$ cat config.mk
export PLATFORM = sky130hd
export DESIGN_NAME = bus_arbiter_rr4
export DESIGN_NICKNAME = d
export VERILOG_FILES = /design/src/rtl/bus_arbiter_rr4.sv
export SDC_FILE = /design/constraint.sdc
export NUM_CORES = 1
export LEC_CHECK = 0
export CAP_MARGIN = 10
export CORE_MARGIN = 4
export CORE_UTILIZATION = 53
export CTS_BUF_LIST = sky130_fd_sc_hd__clkbuf_4
export CTS_CLUSTER_SIZE = 12
export DETAILED_ROUTE_END_ITERATION = 8
export PLACE_DENSITY = 0.95
export SYNTH_ARGS = -nofsm -noshare
export SYNTH_HDL_FRONTEND = slang
export SYNTH_SLANG_ARGS = --single-unit
$ cat constraint.sdc
create_clock -name clk -period 4 [get_ports clk]
set_input_delay 0.8 -clock clk [delete_from_list [all_inputs] [get_ports clk]]
set_output_delay 0.8 -clock clk [all_outputs]
set_load 0.05 [all_outputs]
$ cat src/rtl/bus_arbiter_rr4.sv
// Round-robin 4:1 bus arbiter: 1-clock req->gnt, per-owner hold limit, 1-cycle turnaround gap between owners.
// Define ARB_LOCK_EN to let lock[owner] extend a grant past MAX_HOLD; otherwise lock is ignored.
module bus_arbiter_rr4 #(
  parameter int MAX_HOLD = 8,
  parameter int CNT_W    = 4
) (
  input  logic       clk,
  input  logic       rst_n,
  input  logic [3:0] req,
  input  logic [3:0] lock,
  output logic [3:0] gnt,
  output logic       mux_en,
  output logic       mux_s0,
  output logic       mux_s1,
  output logic       busy,
  output logic       timeout
);

  typedef enum logic [1:0] {
    S_IDLE  = 2'd0,
    S_GRANT = 2'd1,
    S_GAP   = 2'd2
  } state_t;

  localparam logic [CNT_W-1:0] HOLD_LIM = CNT_W'(MAX_HOLD - 1);

  state_t           r_state;
  logic [CNT_W-1:0] r_hold_cnt;
  logic [1:0]       r_last_ptr;
  logic [1:0]       r_owner;
  logic [3:0]       r_gnt;
  logic             r_mux_en;
  logic             r_busy;
  logic             r_timeout;

  logic [2:0]       w_pick;
  logic             w_owner_req;
  logic             w_hold_lim;
  logic             w_lock_hold;

  // Returns {valid, index}; scanning from the farthest slot back lets the nearest one win.
  function automatic logic [2:0] rr_pick(input logic [3:0] r, input logic [1:0] last);
    logic [1:0] c;
    rr_pick = 3'b000;
    for (int k = 4; k >= 1; k--) begin
      c = last + 2'(k);
      if (r[c]) rr_pick = {1'b1, c};
    end
  endfunction

  assign w_pick      = rr_pick(req, r_last_ptr);
  assign w_owner_req = req[r_owner];
  assign w_hold_lim  = (r_hold_cnt == HOLD_LIM);

`ifdef ARB_LOCK_EN
  assign w_lock_hold = lock[r_owner] & w_owner_req;
`else
  logic w_unused_lock;
  assign w_unused_lock = ^lock;
  assign w_lock_hold   = 1'b0;
`endif

  always_ff @(posedge clk or negedge rst_n) begin
    if (!rst_n) begin
      r_state    <= S_IDLE;
      r_hold_cnt <= '0;
      r_last_ptr <= 2'd3;
      r_owner    <= 2'd0;
      r_gnt      <= 4'b0000;
      r_mux_en   <= 1'b0;
      r_busy     <= 1'b0;
      r_timeout  <= 1'b0;
    end else begin
      r_timeout <= 1'b0;
      case (r_state)
        S_IDLE, S_GAP: begin
          if (w_pick[2]) begin
            r_state    <= S_GRANT;
            r_owner    <= w_pick[1:0];
            r_gnt      <= 4'b0001 << w_pick[1:0];
            r_mux_en   <= 1'b1;
            r_busy     <= 1'b1;
            r_hold_cnt <= '0;
          end else begin
            r_state  <= S_IDLE;
            r_gnt    <= 4'b0000;
            r_mux_en <= 1'b0;
            r_busy   <= 1'b0;
          end
        end
        S_GRANT: begin
          // Release takes precedence over a timeout on the same cycle.
          if (!w_owner_req || (w_hold_lim && !w_lock_hold)) begin
            r_state    <= S_GAP;
            r_last_ptr <= r_owner;
            r_gnt      <= 4'b0000;
            r_mux_en   <= 1'b0;
            r_busy     <= 1'b0;
            r_timeout  <= w_owner_req;
          end else if (!w_hold_lim) begin
            r_hold_cnt <= r_hold_cnt + 1'b1;
          end
        end
        default: begin
          r_state  <= S_IDLE;
          r_gnt    <= 4'b0000;
          r_mux_en <= 1'b0;
          r_busy   <= 1'b0;
        end
      endcase
    end
  end

  assign gnt     = r_gnt;
  assign mux_en  = r_mux_en;
  assign mux_s0  = r_owner[1];
  assign mux_s1  = r_owner[0];
  assign busy    = r_busy;
  assign timeout = r_timeout;

  a_onehot: assert property (@(posedge clk) disable iff (!rst_n) $onehot0(gnt));
  a_mux_en: assert property (@(posedge clk) disable iff (!rst_n) mux_en == (|gnt));
  a_gap:    assert property (@(posedge clk) disable iff (!rst_n)
                             ((|gnt) && (|$past(gnt))) |-> (gnt == $past(gnt)));

endmodule

==> run_results.csv <==
group,metric,value,unit
final_layout,seq_area,403,sq um
logic_synthesis,synthCells,70,
worst_setup_path,path_class,"reg -> out",
logic_synthesis,post_synth_num_cell_types,30,
clock_network,cts-hold-fix-buffers,0,
logic_synthesis,netlist_area,777,sq um
final_layout,drive_gt1_share,12.8,%
place,place_inst,97,
worst_setup_path,ff2ff_setup_slack,2.32,ns
drt,drtAntennaViolNets,0,
power_and_ir_drop,pwr_density_cell,856,nW/um^2
timing,maxSlewViolCount,0,
timing,fin_tns_setup,0,ns
final_layout,fin_util,70.7,%
grt,grt_util_all_layers,17.8,%
worst_setup_path,critPathArrivalTime,1.54,ns
clock_network,path_clk_slew,0.10,ns
worst_setup_path,end_kind,"output pin",
drt,wl_met1,652,um
logic_synthesis,yosysWarningCount,0,
drt,route.vias.total,620,
timing,finalClockSkew,0.0112,ns
timing,period_minus_slack,2.34,ns
final_layout,final_cells,101,
logic_synthesis,synth_flop_cell,"dfrtp_1",
worst_setup_path,cp-start-kind,"flop",
clock_network,cts_resized,0,
logic_synthesis,postSynthAreaPerCell,11.1,sq um
final_layout,synthToLayoutAreaGrowth,21.4,%
worst_setup_path,required,3.20,ns
place,gp_congestion,0.792,
timing,rsz0062_at_grt,"false",
drt,wl_met3,70,um
logic_synthesis,synth_common_cells,"dfrtp_1, nand2_1, nand3_1",
clock_network,cts_tree,"yes",
grt,grt_pass1_wl,2690,um
floorplanning,die-height,46.3,um
drt,drc,0,
logic_synthesis,ys_ff_latch,16,
logic_synthesis,synth_enable_flop_cells,0,
worst_setup_path,worstReg2RegStart,"r_owner[0]$_DFFE_PN0P_",
worst_setup_path,cp_top_family,"buffers and inverters",
drt,routedWlPerCell,16.0,um
worst_setup_path,rr_worst_depth,3,
final_layout,nNetsFinal,98,
worst_hold_path,worstHoldStart,"gnt[1]$_DFFE_PN0P_",
drt,drt-pass1-iter-count,4,
clock_network,post_cts_buffers,0,
timing,worstMarginPinSlew,0.684,ns
logic_synthesis,synth_compound_area_share,15.8,%
logic_synthesis,synth.most_common_cell,"dfrtp_1",
drt,dr_wl_met2,874,um
worst_hold_path,hold_end,"gnt[1]$_DFFE_PN0P_",
logic_synthesis,synth_fa_ha_area_share,1.61,%
worst_setup_path,rr_endpoint,"r_last_ptr[0]$_DFFE_PN1N_",
final_layout,post-route-cell-area,943,sq um
timing,final-hold-violation-count,0,
timing,worst_slack,1.66,ns
logic_synthesis,synth_sequential_area_ratio,51.9,%
final_layout,diodes,0,
grt,grt_overflow,0,
worst_hold_path,whs_path_depth,1,
logic_synthesis,yosys-top-cells-area,"dfrtp_1, dfstp_2, nand3_1",
logic_synthesis,synthMuxAreaShare,8.53,%
final_layout,num-fill-cells,98,
timing,timing.final.crit_share,58.4,%
logic_synthesis,synthXorXnorAreaFrac,0,%
logic_synthesis,synth_top_area_share,45.1,%
drt,top_layer_used,"met4",
worst_setup_path,crit_path_max_fanout,4,
clock_network,cts_buffers,3,
logic_synthesis,synth-simple-area-share,19.3,%
drt,first_iter_violations,16,
grt,grt_pass1_vias,623,
grt,grt_antenna_before_repair,0,
drt,viasPerCell,6.14,
logic_synthesis,synth-async-reset-ratio,100,%
worst_setup_path,cp_slowest_cell,"clkdlybuf4s50_1",
floorplanning,initial_core_util,58.3,%
timing,setup_violations,0,
logic_synthesis,synth.largest_area_cell,"dfrtp_1",
drt,wl,1620,um
worst_setup_path,cp_num_buf_inv,1,
logic_synthesis,synth_top_family_by_area,"simple AND/OR/NAND/NOR gates",
timing,fmax,428,MHz
worst_setup_path,max_stage_delay,0.83,ns
power_and_ir_drop,p_leak,0.408,nW
clock_network,cts_buffer_depth,2,
status,outcome,"finished clean",
clock_network,cts_max_level,1,
power_and_ir_drop,ir_worst_vdd,0.000563,V
floorplanning,die_x,46.3,um
floorplanning,coreArea,1330,sq um
floorplanning,rows,13,
place,pre_cts_slack,1.47,ns
floorplanning,io-pin-count,19,
timing,maxSlewHeadroom,54.3,%
clock_network,clock_latency,0.29,ns
run,cap_viol_max_count,0,
final_layout,multi_input_area,352,sq um
place,place_hpwl,1220,um
place,port_buffers,14,
clock_network,ctsRootBufferMaster,"clkbuf_4",
clock_network,clock-sinks,16,
worst_hold_path,hp-class,"reg -> reg",
floorplanning,die_area,2140,sq um
place,place_area,917,sq um
worst_setup_path,path_cells,"clkdlybuf4s50_1",
logic_synthesis,mappedNetlistNets,81,
grt,grt_max_degree,17,
## kinds of logic after synthesis
group,after synthesis
multiplexers,5
flip-flops,16
adder cells (fa/ha/maj),1
AO/OA/AOI/OAI,17
buffers and inverters,3
AND/OR/NAND/NOR,28
## power by group
group | total (mW) | internal, mW | switching [mW]
registers | 0.287 | 0.232 | 0.0544
logic | 0.435 | 0.164 | 0.270
clock network | 0.0862 | 0.0362 | 0.0500
total | 0.808 | 0.433 | 0.375
## state kept, by name (all words and copies together), names as in the netlist
| signal | count |
|---|---|
| r_last_ptr | 2 |
| busy | 1 |
| r_hold_cnt | 4 |
| gnt | 4 |
| r_state | 2 |
| timeout | 1 |
| r_owner | 2 |
## stage by stage
step	total power [mW]	hold WS (ns)
finish	0.808	0.510
detailed placement	0.724	0.483
global route	0.856	0.543
floorplan	0.605	0.486
global placement	0.707	0.473
CTS	0.813	0.506
## worst max path at each step
stage	from	end	slack, ns	depth (start not counted)
final	r_owner[1]$_DFFE_PN0P_	mux_s0	1.66	1
after global routing	r_owner[1]$_DFFE_PN0P_	mux_s0	1.59	1
after CTS	r_owner[1]$_DFFE_PN0P_	mux_s0	1.65	1
after detailed placement	req[3]	r_last_ptr[0]$_DFFE_PN1N_	1.47	4
after global placement	req[3]	r_last_ptr[0]$_DFFE_PN1N_	1.51	4
after floorplan	req[3]	gnt[3]$_DFFE_PN0P_	2.03	4
## area by class of cell
type / instances / area share, %
Inverter: 1 / 0.398
Sequential cell: 16 / 42.7
Clock buffer: 3 / 2.39
Clock inverter: 1 / 0.398
Tap cell: 15 / 1.99
Multi-Input combinational cell: 51 / 37.3
Timing Repair Buffer: 14 / 14.9
## routing by layer
layer	vias up	track usage, %
met2	17	33.0
met5	-	0
li1	293	-
met3	4	3.13
met4	0	6.82
met1	306	19.7
## layout by cell type (no fill, tap or decap), drive strengths merged, types with 2 or more instances in the layout
cell type / instances
a21o: 3
a21oi: 3
a32o: 2
clkbuf: 3
clkdlybuf4s50: 14
dfrtp: 14
dfstp: 2
mux2: 3
nand2: 8
nand2b: 3
nand3: 7
nand3b: 2
nor2: 4
o21ai: 4
(Power assumes the default switching activity.)
